--- src/rtl/multdiv_pkg.sv ---
// Shared types and sizing for the multi-cycle multiply/divide unit.
// Imported by the controller, the interface and the top level.
package multdiv_pkg;

    localparam int WIDTH = 32;
    localparam int CNT_W = 6;
    localparam int ITER  = WIDTH;

    typedef enum logic [2:0] {
        IDLE,
        MUL_RUN,
        DIV_RUN,
        FIX,
        DONE
    } state_e;

    typedef enum logic [1:0] {
        OP_MUL,
        OP_DIV,
        OP_DZ
    } op_e;

endpackage

--- src/rtl/multdiv_sequencer_if.sv ---
// Pipeline <-> multiply/divide unit handshake and data bundle.
// master = issuing pipeline, slave = execution unit.
interface multdiv_sequencer_if #(
    parameter int WIDTH = multdiv_pkg::WIDTH
);

    logic             ctrl_MULT;
    logic             ctrl_DIV;
    logic [WIDTH-1:0] data_operandA;
    logic [WIDTH-1:0] data_operandB;
    logic [WIDTH-1:0] data_result;
    logic             data_exception;
    logic             data_resultRDY;
    logic             busy;

    modport master (
        output ctrl_MULT, ctrl_DIV,
        output data_operandA, data_operandB,
        input  data_result, data_exception,
        input  data_resultRDY, busy
    );

    modport slave (
        input  ctrl_MULT, ctrl_DIV,
        input  data_operandA, data_operandB,
        output data_result, data_exception,
        output data_resultRDY, busy
    );

endinterface

--- src/rtl/multdiv_ctrl.sv ---
// Sequencing FSM: iteration counter, busy/ready generation and
// load/iterate/fix strobes for the datapath.
module multdiv_ctrl
    import multdiv_pkg::*;
#(
    parameter int CNT_W = multdiv_pkg::CNT_W,
    parameter int ITER  = multdiv_pkg::ITER
) (
    input  logic clk,
    input  logic rst_n,
    input  logic mul_i,
    input  logic div_i,
    input  logic b_zero_i,
    output logic load_o,
    output op_e  op_o,
    output logic iter_o,
    output logic fix_o,
    output logic busy_o,
    output logic rdy_o
);

    localparam logic [CNT_W-1:0] LAST = CNT_W'(ITER - 1);

    state_e           state_q;
    logic [CNT_W-1:0] cnt_q;
    logic             busy_q;
    logic             rdy_q;

    always_comb begin
        load_o = (state_q == IDLE) && (mul_i || div_i);
        op_o   = mul_i ? OP_MUL : (b_zero_i ? OP_DZ : OP_DIV);
        iter_o = (state_q == MUL_RUN) || (state_q == DIV_RUN);
        fix_o  = (state_q == FIX);
    end

    always_ff @(posedge clk or negedge rst_n) begin
        if (!rst_n) begin
            state_q <= IDLE;
            cnt_q   <= '0;
            busy_q  <= 1'b0;
            rdy_q   <= 1'b0;
        end else begin
            unique case (state_q)
                IDLE: begin
                    if (load_o) begin
                        busy_q <= 1'b1;
                        cnt_q  <= '0;
                        // divide-by-zero skips iterating; FIX forces the result
                        unique case (op_o)
                            OP_MUL:  state_q <= MUL_RUN;
                            OP_DIV:  state_q <= DIV_RUN;
                            default: state_q <= FIX;
                        endcase
                    end
                end
                MUL_RUN, DIV_RUN: begin
                    cnt_q <= cnt_q + 1'b1;
                    if (cnt_q == LAST) begin
                        state_q <= FIX;
                    end
                end
                FIX: begin
                    state_q <= DONE;
                    rdy_q   <= 1'b1;
                end
                DONE: begin
                    state_q <= IDLE;
                    rdy_q   <= 1'b0;
                    busy_q  <= 1'b0;
                end
                default: begin
                    state_q <= IDLE;
                    rdy_q   <= 1'b0;
                    busy_q  <= 1'b0;
                end
            endcase
        end
    end

    assign busy_o = busy_q;
    assign rdy_o  = rdy_q;

endmodule

--- src/rtl/multdiv_sequencer.sv ---
// Iterative signed multiply (radix-2 Booth) / divide (restoring) unit.
// One op in flight; hi/lo/m registers are shared by both algorithms.
module multdiv_sequencer
    import multdiv_pkg::*;
#(
    parameter int WIDTH = multdiv_pkg::WIDTH,
    parameter int CNT_W = multdiv_pkg::CNT_W
) (
    input  logic                clock,
    input  logic                reset,
    multdiv_sequencer_if.slave  bus
);

    logic load;
    logic iter;
    logic fix;
    op_e  ld_op;
    op_e  op_q;

    // mul: hi:lo:q1 product, m = multiplicand
    // div: hi = remainder, lo = quotient, m = divisor magnitude
    logic [WIDTH-1:0] hi_q, hi_d;
    logic [WIDTH-1:0] lo_q, lo_d;
    logic [WIDTH-1:0] m_q;
    logic             q1_q, q1_d;
    logic             neg_q;
    logic [WIDTH-1:0] res_q;
    logic             exc_q;

    logic [WIDTH-1:0] a_mag;
    logic [WIDTH-1:0] b_mag;
    logic [WIDTH:0]   booth_sum;
    logic [WIDTH:0]   div_sh;
    logic [WIDTH:0]   div_t;
    logic [WIDTH-1:0] q_fix;
    logic             mul_exc;

    multdiv_ctrl #(
        .CNT_W (CNT_W),
        .ITER  (WIDTH)
    ) u_ctrl (
        .clk      (clock),
        .rst_n    (reset),
        .mul_i    (bus.ctrl_MULT),
        .div_i    (bus.ctrl_DIV),
        .b_zero_i (bus.data_operandB == '0),
        .load_o   (load),
        .op_o     (ld_op),
        .iter_o   (iter),
        .fix_o    (fix),
        .busy_o   (bus.busy),
        .rdy_o    (bus.data_resultRDY)
    );

    always_comb begin
        a_mag = bus.data_operandA[WIDTH-1] ? -bus.data_operandA : bus.data_operandA;
        b_mag = bus.data_operandB[WIDTH-1] ? -bus.data_operandB : bus.data_operandB;

        booth_sum = {hi_q[WIDTH-1], hi_q};
        unique case ({lo_q[0], q1_q})
            2'b01:   booth_sum = {hi_q[WIDTH-1], hi_q} + {m_q[WIDTH-1], m_q};
            2'b10:   booth_sum = {hi_q[WIDTH-1], hi_q} - {m_q[WIDTH-1], m_q};
            default: booth_sum = {hi_q[WIDTH-1], hi_q};
        endcase

        // remainder stays below the divisor, so WIDTH+1 bits hold the trial sign
        div_sh = {hi_q, lo_q[WIDTH-1]};
        div_t  = div_sh - {1'b0, m_q};

        hi_d = hi_q;
        lo_d = lo_q;
        q1_d = q1_q;
        if (op_q == OP_MUL) begin
            hi_d = booth_sum[WIDTH:1];
            lo_d = {booth_sum[0], lo_q[WIDTH-1:1]};
            q1_d = lo_q[0];
        end else if (!div_t[WIDTH]) begin
            hi_d = div_t[WIDTH-1:0];
            lo_d = {lo_q[WIDTH-2:0], 1'b1};
        end else begin
            hi_d = div_sh[WIDTH-1:0];
            lo_d = {lo_q[WIDTH-2:0], 1'b0};
        end

        q_fix   = neg_q ? -lo_q : lo_q;
        mul_exc = (hi_q != {WIDTH{lo_q[WIDTH-1]}});
    end

    always_ff @(posedge clock or negedge reset) begin
        if (!reset) begin
            op_q  <= OP_MUL;
            hi_q  <= '0;
            lo_q  <= '0;
            m_q   <= '0;
            q1_q  <= 1'b0;
            neg_q <= 1'b0;
            res_q <= '0;
            exc_q <= 1'b0;
        end else begin
            if (load) begin
                op_q <= ld_op;
                hi_q <= '0;
                q1_q <= 1'b0;
                if (ld_op == OP_MUL) begin
                    m_q   <= bus.data_operandA;
                    lo_q  <= bus.data_operandB;
                    neg_q <= 1'b0;
                end else begin
                    m_q   <= b_mag;
                    lo_q  <= a_mag;
                    neg_q <= bus.data_operandA[WIDTH-1] ^ bus.data_operandB[WIDTH-1];
                end
            end else if (iter) begin
                hi_q <= hi_d;
                lo_q <= lo_d;
                q1_q <= q1_d;
            end
            if (fix) begin
                unique case (op_q)
                    OP_MUL: begin
                        res_q <= lo_q;
                        exc_q <= mul_exc;
                    end
                    OP_DIV: begin
                        res_q <= q_fix;
                        // only INT_MIN / -1 yields a positive quotient with the top bit set
                        exc_q <= ~neg_q & lo_q[WIDTH-1];
                    end
                    default: begin
                        res_q <= '0;
                        exc_q <= 1'b1;
                    end
                endcase
            end
        end
    end

    assign bus.data_result    = res_q;
    assign bus.data_exception = exc_q;

endmodule

--- src/flat_wrapper.sv ---
// flat-port wrapper written by rule: the top's interface ports become plain ports
module multdiv_sequencer_flat import multdiv_pkg::*;
#(
    parameter int WIDTH = multdiv_pkg::WIDTH,
    parameter int CNT_W = multdiv_pkg::CNT_W
)
  (clock, reset, bus_ctrl_MULT, bus_ctrl_DIV, bus_data_operandA, bus_data_operandB, bus_data_result, bus_data_exception, bus_data_resultRDY, bus_busy);
  multdiv_sequencer_if #(.WIDTH(WIDTH)) bus_i ();
  input  logic clock;
  input  logic reset;
  input wire logic [$bits(bus_i.ctrl_MULT)-1:0] bus_ctrl_MULT;
  input wire logic [$bits(bus_i.ctrl_DIV)-1:0] bus_ctrl_DIV;
  input wire logic [$bits(bus_i.data_operandA)-1:0] bus_data_operandA;
  input wire logic [$bits(bus_i.data_operandB)-1:0] bus_data_operandB;
  output wire logic [$bits(bus_i.data_result)-1:0] bus_data_result;
  output wire logic [$bits(bus_i.data_exception)-1:0] bus_data_exception;
  output wire logic [$bits(bus_i.data_resultRDY)-1:0] bus_data_resultRDY;
  output wire logic [$bits(bus_i.busy)-1:0] bus_busy;
  assign bus_i.ctrl_MULT = bus_ctrl_MULT;
  assign bus_i.ctrl_DIV = bus_ctrl_DIV;
  assign bus_i.data_operandA = bus_data_operandA;
  assign bus_i.data_operandB = bus_data_operandB;
  assign bus_data_result = bus_i.data_result;
  assign bus_data_exception = bus_i.data_exception;
  assign bus_data_resultRDY = bus_i.data_resultRDY;
  assign bus_busy = bus_i.busy;
  multdiv_sequencer #(.WIDTH(WIDTH), .CNT_W(CNT_W)) u_core (.clock(clock), .reset(reset), .bus(bus_i));
endmodule
--- config.mk ---
export PLATFORM = sky130hd
export DESIGN_NAME = multdiv_sequencer_flat
export DESIGN_NICKNAME = d
export VERILOG_FILES = /design/src/rtl/multdiv_pkg.sv /design/src/rtl/multdiv_sequencer_if.sv /design/src/rtl/multdiv_ctrl.sv /design/src/rtl/multdiv_sequencer.sv /design/src/flat_wrapper.sv
export SDC_FILE = /design/constraint.sdc
export NUM_CORES = 1
export LEC_CHECK = 0
export CAP_MARGIN = 30
export CORE_MARGIN = 2
export CORE_UTILIZATION = 46
export DETAILED_ROUTE_END_ITERATION = 12
export GPL_TIMING_DRIVEN = 0
export PLACE_DENSITY = 0.77
export SLEW_MARGIN = 0
export SYNTH_ARGS = -nofsm -noshare
export SYNTH_HDL_FRONTEND = slang
export SYNTH_SLANG_ARGS = --single-unit
--- constraint.sdc ---
create_clock -name clock -period 10.1 [get_ports clock]
set_input_delay 1.515 -clock clock [delete_from_list [all_inputs] [get_ports clock]]
set_output_delay 1.515 -clock clock [all_outputs]
set_load 0.01 [all_outputs]
==> reports/results.ini <==
[clock_network]
cts_setup_buffers = 0
ctsResizeCount = 0
root_buffer = clkbuf_16
clk_pin_slew_worst_paths_ns = 0.07
ctsHtreeMaxLevel = 4
cts_tree = done
cts_buffer_depth = 2
clock_sinks = 144
cts_buffers = 17
clkLatencyLatePin_ns = 0.46
ctsHoldBuffers = 0

[sta]
slew_headroom_pct = 23.7
rsz0062_at_grt = no
setup_tns_ns = 0
fin_skew_ns = 0.0141
maxSlewViolCount = 0
tightest_slew_ns = 1.14
hold_viol_final = 0
period_share_pct = 54.4
setup_viol = 0
setup_slack_ns = 4.60
fmax_mhz = 182
fin_crit_ns = 5.50

[logic_synthesis]
synth_cell_type_count = 76
syn_area_um2 = 13400
synth_cells = 1750
synthTopCellsByArea = dfrtp_1 27%, o21ai_0 7.4%, ha_1 6.6%
synth_flop_cell = dfrtp_1
synth_edf_count = 0
yosysTopAreaCell = dfrtp_1
syn_nets = 1891
avgSynthCellArea_um2 = 7.64
post-synth-top-count-cell = nand2_1
postSynthRegisterBits = 144
seq_area_frac_synth_pct = 27.0
synthTopCellsByCount = 234 x nand2_1, 198 x o21ai_0, 145 x a21oi_1
async_reset_ff_share_pct = 100
synthDominantCellAreaShare_pct = 27.0
ys_warn_count = 0

[finish]
antenna_cells = 0
nets = 2014
nFillCells = 2736
drive_above_1_share_pct = 3.08
register_area_um2 = 3600
areaGrowthSynthToFinish_pct = 16.0
multi_input_area_um2 = 9110

[critical_path]
slowest_stage = o21ai_0
cp_cell_sequence = clkbuf_1 -> inv_1 -> ha_1 -> inv_1 -> fa_1 -> and3_1 -> o21a_1 -> o21ai_0 -> a21oi_1 -> nor3_1 -> xnor2_1 -> clkbuf_1 -> a311oi_1 -> o32ai_1
reg2reg_from = u_core.lo_q[31]
rr_endpoint = u_core.hi_q[29]
required_ns = 10.44
worstSetupStartpointType = flop
r2r_slack_ns = 4.60
worst_path_largest_cell_delay_ns = 0.63
path_class = reg -> reg
cp_data_arrival_time_ns = 5.84
startpoint = u_core.lo_q[31]
critPathMaxFanout = 10
crit_path_end_kind = flop
worstRegToRegCells = 14

[die]
core-area_um2 = 28600
fp.dieArea_um2 = 30400
dieHeight_um = 174
start_util_pct = 46.7
die-width_um = 174
ios = 103
rows = 62

[worst_hold_path]
hold_class = reg -> reg
min_to = u_core.bus.data_result[19]
hp-start = u_core.bus.data_result[19]
hold_depth = 2

[grt]
antenna_found_initial = 0
gr-total-overflow = 0
grt_max_degree = 77
grt_util_all_layers_pct = 34.6
top_usage_layer = met2
grtUsageMet2_pct = 51.1
grt_pass1_vias = 13603
grt_first_pass_wirelength_um = 80400
grt_util_met3_pct = 8.86
met1_usage_pct = 47.8

[drt]
wl_um = 53100
vias = 14571
drc = 0
dr.pass1.iters = 6
wl_per_cell_um = 23.4
drtIter0Drc = 1607
drtAntennaViolNets = 0
vias_per_cell = 6.42

[outcome]
status = finished, final reports clean

[run]
maxCapViolCount = 0

[place]
detailed_place_hpwl_um = 41600
numPortBuffers = 101
gp_congestion = 0.996
dpl_worst_slack_ns = 4.80

==> layout make-up <==
| cell class | count | share of cell area, % |
|---|---|---|
| plain buffers | 100 | 2.44 |
| multi-input cells | 1434 | 58.8 |
| flip-flops and latches | 144 | 23.2 |
| repair buffers | 104 | 6.82 |
| clock buffers | 21 | 2.90 |
| clock inverters | 11 | 0.992 |
| well taps | 384 | 3.10 |
| inverters | 72 | 1.74 |
==> metal layers <==
metal,part of all wire (%),up-vias
met1,43,6997
met5,0,-
met2,43,806
met3,10,136
li1,-,6632
met4,4.4,0
==> through the flow <==
| stage | instance area (µm²) | hold WS [ns] | utilization [%] | instances |
|---|---|---|---|---|
| 5_1_grt | 15500 | 0.513 | 54.2 | 2270 |
| 4_1_cts | 15500 | 0.485 | 54.2 | 2270 |
| 2_1_floorplan | 13400 | 0.489 | - | 1750 |
| 6_report | 15500 | 0.478 | 54.2 | 2270 |
| 3_3_place_gp | 14900 | 0.466 | 51.9 | 2235 |
| 3_5_place_dp | 14900 | 0.470 | 52.1 | 2238 |
==> how the worst max path moves through the flow <==
stage	endpoint	slack (ns)
CTS	u_core.hi_q[29]	4.76
floorplan	u_core.m_q[30]	5.81
detailed placement	u_core.hi_q[29]	4.80
global route	u_core.hi_q[0]	4.43
finish	u_core.hi_q[29]	4.60
global placement	u_core.hi_q[4]	1.62
==> layout by cell type, fill, tap and decap left out, drive strengths merged, types with 6 or more instances in the layout <==
cell,instances
and3,9
dfrtp,144
buf,13
or3,20
clkdlybuf4s50,100
a21o,27
a21boi,6
mux2i,20
o211ai,18
a41oi,7
o21bai,6
a22oi,26
a21oi,145
a221oi,11
nor2b,10
nand4,18
or4,18
ha,71
a31oi,26
nand2b,10
clkbuf,112
o221ai,7
nor4,18
nand2,234
nor3,38
o22ai,8
o41ai,10
a311oi,7
inv,74
nand3,23
a221o,14
and4,6
o21ai,201
o31ai,35
nor2,129
a211oi,23
xnor2,89
mux2,6
xor2,82
==> flip-flops by register name, summed over array words and instances, names as in the netlist <==
register / flops
u_core.bus.data_result: 32
u_core.u_ctrl.cnt_q: 6
u_core.m_q: 32
u_core.u_ctrl.busy_o: 1
u_core.hi_q: 32
u_core.bus.data_exception: 1
u_core.q1_q: 1
u_core.lo_q: 32
u_core.op_q: 2
u_core.u_ctrl.state_q: 3
u_core.neg_q: 1
u_core.u_ctrl.rdy_o: 1
==> cell families (layout without fill, tap and decap cells) <==
logic type / count (synthesis) / in the layout / synth area share (%)
compound gates: 609 / 609 / 28.7
xor+xnor: 171 / 171 / 11.2
fa+ha+maj: 73 / 73 / 6.95
buf+inv: 172 / 308 / 4.86
flops: 144 / 144 / 27.0
mux: 26 / 26 / 2.03
simple gates: 555 / 555 / 19.3
==> worst max-delay path: cells and delay by family, from the launching register on <==
| kind | cells | cell delay, ns |
|---|---|---|
| AOI/OAI and AO/OA | 5 | 1.56 |
| buffers and inverters | 4 | 1.54 |
| DFF | 1 | 0.48 |
| adders and majority gates | 2 | 0.69 |
| and+or+nand+nor | 2 | 0.67 |
| xor gates and xnor gates | 1 | 0.42 |
Power is left out: the tool's default activity adds up to more than one toggle a clock period on the data nets, which glitch-free logic cannot reach.
